==> src/rtl/uart_tx_cfg.sv <==
// uart_tx_cfg -- configurable UART transmitter with a small TX FIFO.
//
// Words written through tx_data/tx_en are queued in a DEPTH-entry FIFO.
// The framing FSM pops them one at a time and serialises each word as:
// start bit, DATA_BITS data bits (LSB first), an optional parity bit and
// STOP_BITS stop bits. Every bit lasts BAUD_THRESHOLD clock cycles.
//
// Ports
//   clk      : single clock, all state updates on posedge
//   rst      : synchronous, active-low reset
//   tx_data  : word to transmit (DATA_BITS wide)
//   tx_en    : write strobe, accepted when tx_ready=1
//   tx       : registered serial line, idle high
//   tx_ready : FIFO not full
//   busy     : framing FSM is not idle
//   ctr      : baud counter within the current bit (debug)
//   stage    : bit index within the current frame (debug)
module uart_tx_cfg #(
  parameter int BAUD_THRESHOLD = 4,
  parameter int DATA_BITS      = 8,
  parameter int PARITY         = 0,
  parameter int STOP_BITS      = 1,
  parameter int DEPTH          = 4
) (
  input  logic                 clk,
  input  logic                 rst,
  input  logic [DATA_BITS-1:0] tx_data,
  input  logic                 tx_en,
  output logic                 tx,
  output logic                 tx_ready,
  output logic                 busy,
  output logic [15:0]          ctr,
  output logic [4:0]           stage
);

  localparam int AW = $clog2(DEPTH);
  localparam logic [15:0] CTR_LAST   = 16'(BAUD_THRESHOLD - 1);
  localparam logic [4:0]  DATA_LAST  = 5'(DATA_BITS);
  localparam logic [4:0]  FRAME_LAST = 5'(DATA_BITS + ((PARITY != 0) ? 1 : 0) + STOP_BITS);
  localparam logic [AW:0] FULL_CNT   = (AW+1)'(DEPTH);

  typedef enum logic [2:0] {IDLE, START, DATA, PAR, STOP} state_t;

  state_t               state, state_nxt;
  logic [DATA_BITS-1:0] mem [DEPTH];
  logic [AW-1:0]        wr_ptr, rd_ptr;
  logic [AW:0]          count;
  logic [DATA_BITS-1:0] shreg;
  logic                 par_bit;
  logic                 bit_end, push, pop, tx_nxt;

  assign tx_ready = (count != FULL_CNT);
  assign busy     = (state != IDLE);
  assign push     = tx_en && tx_ready;
  assign bit_end  = (ctr == CTR_LAST);

  always_ff @(posedge clk) begin
    if (!rst) state <= IDLE;
    else      state <= state_nxt;
  end

  // tx_nxt is the line level for the bit currently being timed; it is
  // registered below, so the line trails the FSM by one cycle.
  always_comb begin
    state_nxt = state;
    pop       = 1'b0;
    tx_nxt    = 1'b1;
    case (state)
      IDLE: begin
        if (count != '0) begin
          pop       = 1'b1;
          state_nxt = START;
        end
      end
      START: begin
        tx_nxt = 1'b0;
        if (bit_end) state_nxt = DATA;
      end
      DATA: begin
        tx_nxt = shreg[0];
        if (bit_end && stage == DATA_LAST) state_nxt = (PARITY != 0) ? PAR : STOP;
      end
      PAR: begin
        tx_nxt = par_bit;
        if (bit_end) state_nxt = STOP;
      end
      STOP: begin
        // Chain straight into the next frame when more data is queued.
        if (bit_end && stage == FRAME_LAST) begin
          if (count != '0) begin
            pop       = 1'b1;
            state_nxt = START;
          end else begin
            state_nxt = IDLE;
          end
        end
      end
      default: state_nxt = IDLE;
    endcase
  end

  // Control: FIFO pointers, counters and the line register
  always_ff @(posedge clk) begin
    if (!rst) begin
      wr_ptr <= '0;
      rd_ptr <= '0;
      count  <= '0;
      ctr    <= '0;
      stage  <= '0;
      tx     <= 1'b1;
    end else begin
      tx <= tx_nxt;
      if (push) wr_ptr <= wr_ptr + 1'b1;
      if (pop)  rd_ptr <= rd_ptr + 1'b1;
      case ({push, pop})
        2'b10:   count <= count + 1'b1;
        2'b01:   count <= count - 1'b1;
        default: count <= count;
      endcase
      if (state == IDLE || bit_end) ctr <= '0;
      else                          ctr <= ctr + 16'd1;
      if (state_nxt == IDLE || state_nxt == START) stage <= '0;
      else if (bit_end)                            stage <= stage + 5'd1;
    end
  end

  // Data: FIFO storage and shift register, no reset needed
  always_ff @(posedge clk) begin
    if (push) mem[wr_ptr] <= tx_data;
    if (pop) begin
      shreg   <= mem[rd_ptr];
      par_bit <= (^mem[rd_ptr]) ^ (PARITY == 1);
    end else if (state == DATA && bit_end) begin
      shreg <= shreg >> 1;
    end
  end

endmodule

==> config.mk <==
export PLATFORM = sky130hd
export DESIGN_NAME = uart_tx_cfg
export DESIGN_NICKNAME = d
export VERILOG_FILES = /design/src/rtl/uart_tx_cfg.sv
export SDC_FILE = /design/constraint.sdc
export NUM_CORES = 1
export LEC_CHECK = 0
export ABC_AREA = 1
export CAP_MARGIN = 20
export CORE_UTILIZATION = 57
export CTS_BUF_LIST = sky130_fd_sc_hd__clkbuf_16
export DETAILED_ROUTE_END_ITERATION = 6
export HOLD_SLACK_MARGIN = 0.12
export PLACE_DENSITY_LB_ADDON = 0.08
export SYNTH_ARGS = -nofsm -noshare
export SYNTH_HDL_FRONTEND = slang
export SYNTH_SLANG_ARGS = --single-unit
export TNS_END_PERCENT = 100
==> constraint.sdc <==
create_clock -name clk -period 3.1 [get_ports clk]
set_input_delay 0.93 -clock clk [delete_from_list [all_inputs] [get_ports clk]]
set_output_delay 0.93 -clock clk [all_outputs]
set_load 0.005 [all_outputs]
==> flow_summary.ini, run 1 <==
[cells_and_area]
layout_commonest_cell = nand2_1
layoutNonFillerInstCount = 552
final_nets = 493
layout-drive-gt1-share_pct = 9.85
syn_to_final_growth_pct = 19.9
fin_area_mm2 = 0.00435
num_antenna_cells = 0
final_cell_mix = nand2_1, nor2_1, inv_1, edfxtp_1, nand3_1

[cts]
cts_tree = yes
cts_max_level = 3
clk_latency_ns = 0.33
cts_buffers = 9
clk_pin_slew_ns = 0.06
clock-root-buffer = clkbuf_16
ctsHoldBuffers = 0
cts_max_path_buffers = 2
postCtsSetupRepairBufs = 0
cts-resized-gates = 0
cts_sinks = 75

[logic_synthesis]
synthCells = 429
ys_seq_area_share_pct = 52.6
synth_warnings = 0
syn_nets = 450
synth_area_mm2 = 0.00363
ys_types = 33
syn_avg_cell_area_um2 = 8.47
ys_seq_elements = 75

[floorplanning]
floorplan.initialDensity_pct = 60.3
die_h_um = 81.8
rows = 28
ios = 35
die-area_mm2 = 0.00670
die_x_um = 81.8
coreArea_mm2 = 0.00603

[global_route]
grt_util_all_layers_pct = 23.0
antenna_found_initial = 0
grt_max_degree = 20
overflow = 0
grt_pass1_wl_mm = 11.4
first_global_vias = 2569

[placed_design]
dpl_cell_area_mm2 = 0.00405
routabilityCongestion = 0.844
dp_cells = 536
port_buffers = 34
dp_hpwl_mm = 4.90

[worst_setup_path]
required_ns = 3.36
endpoint_kind = flip-flop
critPathLaunchType = flip-flop
worstPathArrival_ns = 2.87
slowest_delay_ns = 0.39
worstPathMaxFanout = 19
crit_type = reg -> reg
crit_chain = ha_1, inv_2, nor2_2, nand2_1, nor2_4, nand3_2, nand2_2, nand2_4, inv_2, ha_1, inv_1, fa_1, nor2_1, nor2_1, nand2_1, o21ai_0, a21oi_1
worst_path_max_delay_cell = dfxtp_1

[routing]
vias = 2812
drtIter0Drc = 150
route.antenna.remaining_nets = 0
drt-total-wl_mm = 6.92
via_per_inst = 5.09
drtPass1Iterations = 4
drc_errors = 0
wl_per_cell_um = 12.5

[sta]
tightest_slew_ns = 0.721
finalSetupTns_ns = 0
fin_crit_sh_pct = 84.0
slew_headroom_pct = 51.6
fin_skew_ns = 0.00711
hold_viol_final = 0
setup_viol = 0
fmax_ghz = 0.384
finalMaxSlewViolations = 0
min_period_ns = 2.60
holdWs_ns = 0.480
rsz0062_at_grt = false

[power]
p_total_mw = 3.57
vdd_drop_max_mv = 0.812
p_leak_nw = 1.75
power.density_mw_per_mm2 = 820

[outcome]
status = finished clean

[hold_path]
min_path_type = reg -> reg

[run]
cap_violations = 0
[layer usage]
metal | track usage (%) | vias up | part of all wire (%)
li1 | - | 1465 | -
met1 | 30.4 | 1285 | 48
met2 | 36.6 | 53 | 47
met3 | 6.33 | 9 | 3.6
met4 | 7.37 | 0 | 1.3
met5 | 0 | - | 0
[flip-flops by register name, summed over array words and instances, names as in the netlist, named ones only]
name / cells
wr_ptr: 2
shreg: 8
state: 3
tx: 1
rd_ptr: 2
par_bit: 1
ctr: 16
stage: 5
mem: 32
count: 3
[cell families after synthesis]
group / share of synthesized area (%)
adder cells (fa/ha/maj): 3.65
XOR/XNOR: 2.65
AND/OR/NAND/NOR: 27.4
flip-flops: 52.6
AO/OA/AOI/OAI: 6.17
buffers and inverters: 7.51
[area by class of cell]
type                    count  area, um2
clock inverters             7       81.3
multi-input cells         290       1450
clock buffers               9        225
well taps                  75       93.8
inverters                  57        216
repair buffers             39        378
fillers                   474       1670
flip-flops and latches     75       1910
[Yosys cell counts]
cell type / number / area (um2)
nand2_2: 3 / 18.8
inv_4: 1 / 6.26
fa_1: 1 / 20.0
a21oi_2: 1 / 8.76
o21ai_2: 7 / 61.3
dfxtp_1: 34 / 681
inv_1: 51 / 191
nor2_4: 2 / 22.5
o21bai_1: 2 / 15.0
ha_1: 9 / 113
xnor2_1: 1 / 8.76
a21oi_1: 18 / 90.1
nand2_4: 1 / 11.3
o21ai_0: 6 / 30.0
nor3_2: 1 / 10.0
nor2_2: 3 / 18.8
inv_2: 5 / 18.8
buf_2: 3 / 15.0
edfxtp_1: 41 / 1230
nor4_1: 1 / 6.26
nand3_2: 2 / 20.0
buf_4: 1 / 7.51
or2_0: 1 / 6.26
a22oi_1: 1 / 7.51
a31oi_1: 1 / 6.26
nand4_1: 4 / 25.0
nand2_1: 120 / 450
o21ai_1: 1 / 5.00
nor3_1: 6 / 30.0
nor2_1: 52 / 195
buf_6: 3 / 33.8
xor2_1: 10 / 87.6
nand3_1: 36 / 180
[power breakdown]
| part | switching [mW] | leakage [nW] | internal [mW] | total (mW) |
|---|---|---|---|---|
| Combinational | 0.753 | 0.948 | 0.398 | 1.15 |
| Clock | 0.454 | 0.150 | 0.574 | 1.03 |
| Sequential | 0.109 | 0.656 | 1.28 | 1.39 |
[per-stage QoR]
| step | worst slack (ns) | utilization [%] |
|---|---|---|
| after detailed placement | 0.376 | 67.2 |
| after floorplan | 0.852 | - |
| after CTS | 0.479 | 72.3 |
| after global placement | 0.466 | 67.2 |
| final | 0.495 | 72.3 |
| after global routing | 0.155 | 72.3 |
[worst max-delay path, delay by kind of cell, from the launching register on]
family | cells | cell delay, ns
and+or+nand+nor | 9 | 0.92
adders and majority gates | 3 | 0.76
DFF | 1 | 0.39
buffers and inverters | 3 | 0.26
AOI/OAI and AO/OA | 2 | 0.18
[final timing paths]
path                             start  cells past startpoint       end  slack, ns
worst max register to register  ctr[0]                     17  count[2]       0.50
worst min register to register  ctr[0]                      1    ctr[0]       0.48
worst min-delay path            ctr[0]                      1    ctr[0]       0.48
worst max-delay path            ctr[0]                     17  count[2]       0.50
No activity file was read; power rests on OpenSTA's default activity.
==> inputs of run 2 (changes only) <==
CORE_UTILIZATION = 51   (was 57)
clock period = 2.1 ns   (was 3.1 ns; I/O delays follow)
==> run 2 against run 1 <==
Effect of this change: routed wire length increased by 3.3%; clock skew decreased by 0.0018 ns; die area increased by 11%; sequential share of layout area decreased by 3.1 points; core utilization decreased by 3.5 points; design area increased by 7.8%; fmax increased by 27%; first-iteration DRC count decreased by 30%.
==> flow_summary.ini, run 2 (synthesized netlist as in run 1, its figures left out) <==
[worst_setup_path]
startpoint = ctr[1]
reg2reg_depth = 15
critPathLaunchType = flip-flop
worstPathArrival_ns = 2.28
r2r-end = count[1]
crit_type = reg -> reg
worstPathMaxFanout = 2
r2r-start = ctr[1]
reg2reg_slack_ns = 0.05
required_ns = 2.33
endpoint_kind = flip-flop

[cells_and_area]
layout_commonest_cell = nand2_1
num_antenna_cells = 0
multi_input_comb_area_mm2 = 0.00149
syn_to_final_growth_pct = 29.3
fin_area_mm2 = 0.00470
seqCellArea_mm2 = 0.00192
final_nets = 524
top_register = mem
layout-drive-gt1-share_pct = 17.3
fillers = 537
reg_top3 = mem (32), ctr (16), shreg (8)
largest_register_ff_count = 32
final_util_pct = 68.7
final_cell_mix = nand2_1, nor2_1, inv_1, edfxtp_1

[sta]
worst_slack_ns = 0.0468
holdWs_ns = 0.488
fmax_ghz = 0.487
finalMaxSlewViolations = 0
fin_crit_sh_pct = 97.8
hold_viol_final = 0
min_period_ns = 2.05
rsz0062_at_grt = true
slew_headroom_pct = 75.5
fin_skew_ns = 0.00534
setup_viol = 0
tightest_slew_ns = 0.365

[global_route]
grt_util_all_layers_pct = 21.4
grt_pass1_wl_mm = 12.2
first_global_vias = 2770
overflow = 0
grt_max_degree = 19
antenna_found_initial = 0

[floorplanning]
die_x_um = 86.4
ios = 35
die-area_mm2 = 0.00746
floorplan.initialDensity_pct = 53.2
coreArea_mm2 = 0.00683
rows = 30
die_h_um = 86.4

[placed_design]
port_buffers = 34
place_ws_ns = -0.0881
routabilityCongestion = 0.837
dpl_cell_area_mm2 = 0.00431
dp_hpwl_mm = 5.23

[power]
p_leak_nw = 1.94
power.density_mw_per_mm2 = 1200
vdd_drop_max_mv = 0.605
p_total_mw = 5.66

[routing]
wl_per_cell_um = 11.8
route.antenna.remaining_nets = 0
drt-total-wl_mm = 7.14
via_per_inst = 4.86
drc_errors = 0
vias = 2934
drtPass1Iterations = 5
drtIter0Drc = 105

[cts]
clock-root-buffer = clkbuf_16
cts_buffers = 9
ctsHoldBuffers = 0
cts_max_level = 3
cts_tree = yes
cts_max_path_buffers = 2
clk_latency_ns = 0.33
clk_pin_slew_ns = 0.06
cts_sinks = 75

[hold_path]
hold_path_startpoint = rd_ptr[1]
min_path_type = reg -> reg
hold_depth = 2

[run]
cap_violations = 0

[outcome]
status = finished clean
==> run 2: cell count changes in the layout (fill, tap and decap cells not counted), moves of 2 or more <==
cell,change
nor2_1,-2
buf_4,+31
dfxtp_1,-3
clkinv_8,-2
inv_8,-2
dfxtp_2,+3
ha_1,-2
bufinv_16,+3
inv_1,-2
ha_4,+2
==> run 2: stage by stage <==
stage,TNS (ns),cells
2_1_floorplan,-0.0220,429
3_3_place_gp,-0.0371,585
6_report,0,604
3_5_place_dp,-0.132,585
5_1_grt,-0.153,604
4_1_cts,0,603
==> run 2: area by class of cell <==
class | count | area share, %
Timing Repair Buffer | 70 | 13.1
Sequential cell | 75 | 40.8
Clock inverter | 7 | 2.45
Multi-Input combinational cell | 290 | 31.7
Clock buffer | 9 | 4.80
Inverter | 57 | 4.66
Tap cell | 96 | 2.56
==> run 2: worst max-delay path by stage <==
stage,end,slack [ns]
4_1_cts,busy,0.01
3_5_place_dp,count[2],-0.09
5_1_grt,count[2],-0.08
3_3_place_gp,count[2],-0.04
2_1_floorplan,count[2],-0.02
6_report,count[1],0.05
==> run 2: power breakdown <==
group,internal [mW],leakage [nW],total (mW),switching [mW]
clock network,1.16,0.163,1.76,0.599
registers,1.90,0.658,2.01,0.115
logic,0.734,1.12,1.89,1.15
total,3.79,1.94,5.66,1.87
==> run 2: layer usage <==
layer | track usage (%) | share of wire (%)
met5 | 0 | 0
met4 | 10.0 | 2.3
met3 | 4.00 | 3.2
met2 | 37.7 | 50
met1 | 25.4 | 44
==> run 2: worst max-delay path, cell delays in order, from the launching register on <==
cell and delay (ns):
dfxtp_2 0.35, ha_4 0.14, inv_2 0.04, nor2_4 0.08
nand2_2 0.07, nor2_4 0.09, nand3_2 0.08, nand2_2 0.09
nand2_4 0.06, inv_4 0.07, ha_4 0.12, inv_2 0.03
fa_2 0.51, nor2_1 0.04, a21oi_1 0.12, nor2_1 0.05
==> run 2: repair_timing <==
item                       CTS  global route
pin swaps                    2             3
gates resized for setup      4             5
setup endpoints to repair    2             3
buffers inserted             2             1
==> patch (flow settings as in run 1) <==
Remove the register `tx`: a continuous assignment takes its place, so the output `tx` follows one clock earlier. Comments in the files are not updated.
--- a/src/rtl/uart_tx_cfg.sv
+++ b/src/rtl/uart_tx_cfg.sv
@@ -107,9 +107,7 @@
       count  <= '0;
       ctr    <= '0;
       stage  <= '0;
-      tx     <= 1'b1;
     end else begin
-      tx <= tx_nxt;
       if (push) wr_ptr <= wr_ptr + 1'b1;
       if (pop)  rd_ptr <= rd_ptr + 1'b1;
       case ({push, pop})
@@ -124,6 +122,8 @@
     end
   end
 
+  assign tx = tx_nxt;
+
   // Data: FIFO storage and shift register, no reset needed
   always_ff @(posedge clk) begin
     if (push) mem[wr_ptr] <= tx_data;
Function: changed (Yosys sat finds a counterexample within 4 cycles, from zero or initial values and one cycle with rst low).
==> patch against run 1 <==
  * Clock power is essentially flat
  * Cell area rose by 0.46%
  * Wire length rose by 3.4%
  * Worst setup slack worse by 100 ps
  * Maximum frequency fell by 3.8%
  * Combinational power is 9.6% higher
  * Sequential cell count is 1 lower
  * Total power grew 2.4%
  * Core utilization fell by 0.087 points
  * Area after synthesis rose by 1.1%
  * Critical path type is now register to output port
==> patch: results (changes against run 1) <==
Parameter                              Value

Outcome
  Result of the run    finished clean

Critical path
  Beginning of the worst register-to-register path    stage[0]$_SDFFE_PP0P_
  Slowest CP cell    sky130_fd_sc_hd__clkdlybuf4s50_1
  Family of cells with the greatest summed delay on the critical path    buffers and inverters
  Setup slack, reg-to-reg    650 ps (+150 ps)
  Worst path arrival time    1780 ps (-1090 ps)
  Critical Path Fanout Max    7 (-12)
  Worst R2R End    count[2]$_SDFFE_PN0P_
  R2R depth    15 (-2)
  Largest stage delay on the critical path    510 ps (+120 ps)

Finish
  Final layout net count    490 (-0.61%)
  Share of post-route cells with drive strength above 1    11.8% (+2.0 points)

Timing
  Final Skew    12.1 ps (+4.99 ps)
  Worst hold slack across all endpoints    468 ps (-12.3 ps)
  Max_slew headroom    57.3% (+5.7 points)
  Minimum setup slack in the final design    391 ps (-104 ps)

Detailed routing
  Number of DRC violations after detailed-routing iteration 0    142 (-5.3%)
  Detailed-route wire length per cell    13.0 um (+3.9%)

Placement
  GPL Wtd Cong    0.804 (-4.7%)
  Worst slack at placement    415 ps (+39.1 ps)
  Placed wire-length estimate    5070 um (+3.4%)

Global routing
  Number of global-route vias before repair    2586 (+0.66%)
  Maximum number of pins on one net before global-route repair    19 (-5.0%)

Synthesis
  Netlist cell types    28 (-15%)
  Synth cell count leaders    sky130_fd_sc_hd__nand2_1 (112), sky130_fd_sc_hd__nor2_1 (48), sky130_fd_sc_hd__inv_1 (46)
  Fraction of the yosys area taken by sequential cells    51.5% (-1.1 points)

Pwr
  Worst ir drop on vdd    0.577 mV (-29%)
  Leakage    1.76 nW (+0.20%)
-- patch: worst max path at each step --
| stage | start | end | slack (ps) | depth (start not counted) |
|---|---|---|---|---|
| after floorplan | tx_en | count[2]$_SDFFE_PN0P_ | 970 | 9 |
| after global placement | tx_en | count[2]$_SDFFE_PN0P_ | 450 | 10 |
| after detailed placement | tx_en | count[2]$_SDFFE_PN0P_ | 410 | 10 |
| after CTS | state[2]$_SDFF_PN0_ | tx | 380 | 6 |
| after global routing | state[2]$_SDFF_PN0_ | tx | 230 | 6 |
| final | state[2]$_SDFF_PN0_ | tx | 390 | 6 |
-- patch: cell type report --
type / instances / area, sq um
clock buffers: 9 / 225
clock inverters: 7 / 76.3
fillers: 454 / 1690
inverters: 50 / 190
multi-input cells: 293 / 1510
flip-flops and latches: 74 / 1890
well taps: 75 / 93.8
repair buffers: 41 / 390
-- patch: kinds of logic (layout without fill, tap and decap cells) --
family / count (synthesis) / after routing / synth area share [%]
compound gates: 35 / 35 / 5.52
buf+inv: 60 / 107 / 7.43
flops: 74 / 74 / 51.5
xor+xnor: 14 / 14 / 3.34
fa+ha+maj: 10 / 10 / 3.61
simple gates: 234 / 234 / 28.6
-- patch: power breakdown --
part | leakage [nW] | internal [mW] | switching, mW
registers | 0.648 | 1.27 | 0.103
logic | 0.965 | 0.438 | 0.817
clock network | 0.144 | 0.628 | 0.406
-- patch: layer usage --
layer  global-route usage, %  wire (um)
met5                       0          0
met4                    11.6         98
met3                    4.29        314
met2                    36.1       3290
met1                    32.4       3440
-- patch: metrics by stage --
step           instances  utilization, %
4_1_cts              548            72.1
6_report             549            72.2
3_3_place_gp         532            67.1
3_5_place_dp         532            67.1
5_1_grt              549            72.2
2_1_floorplan        427               -
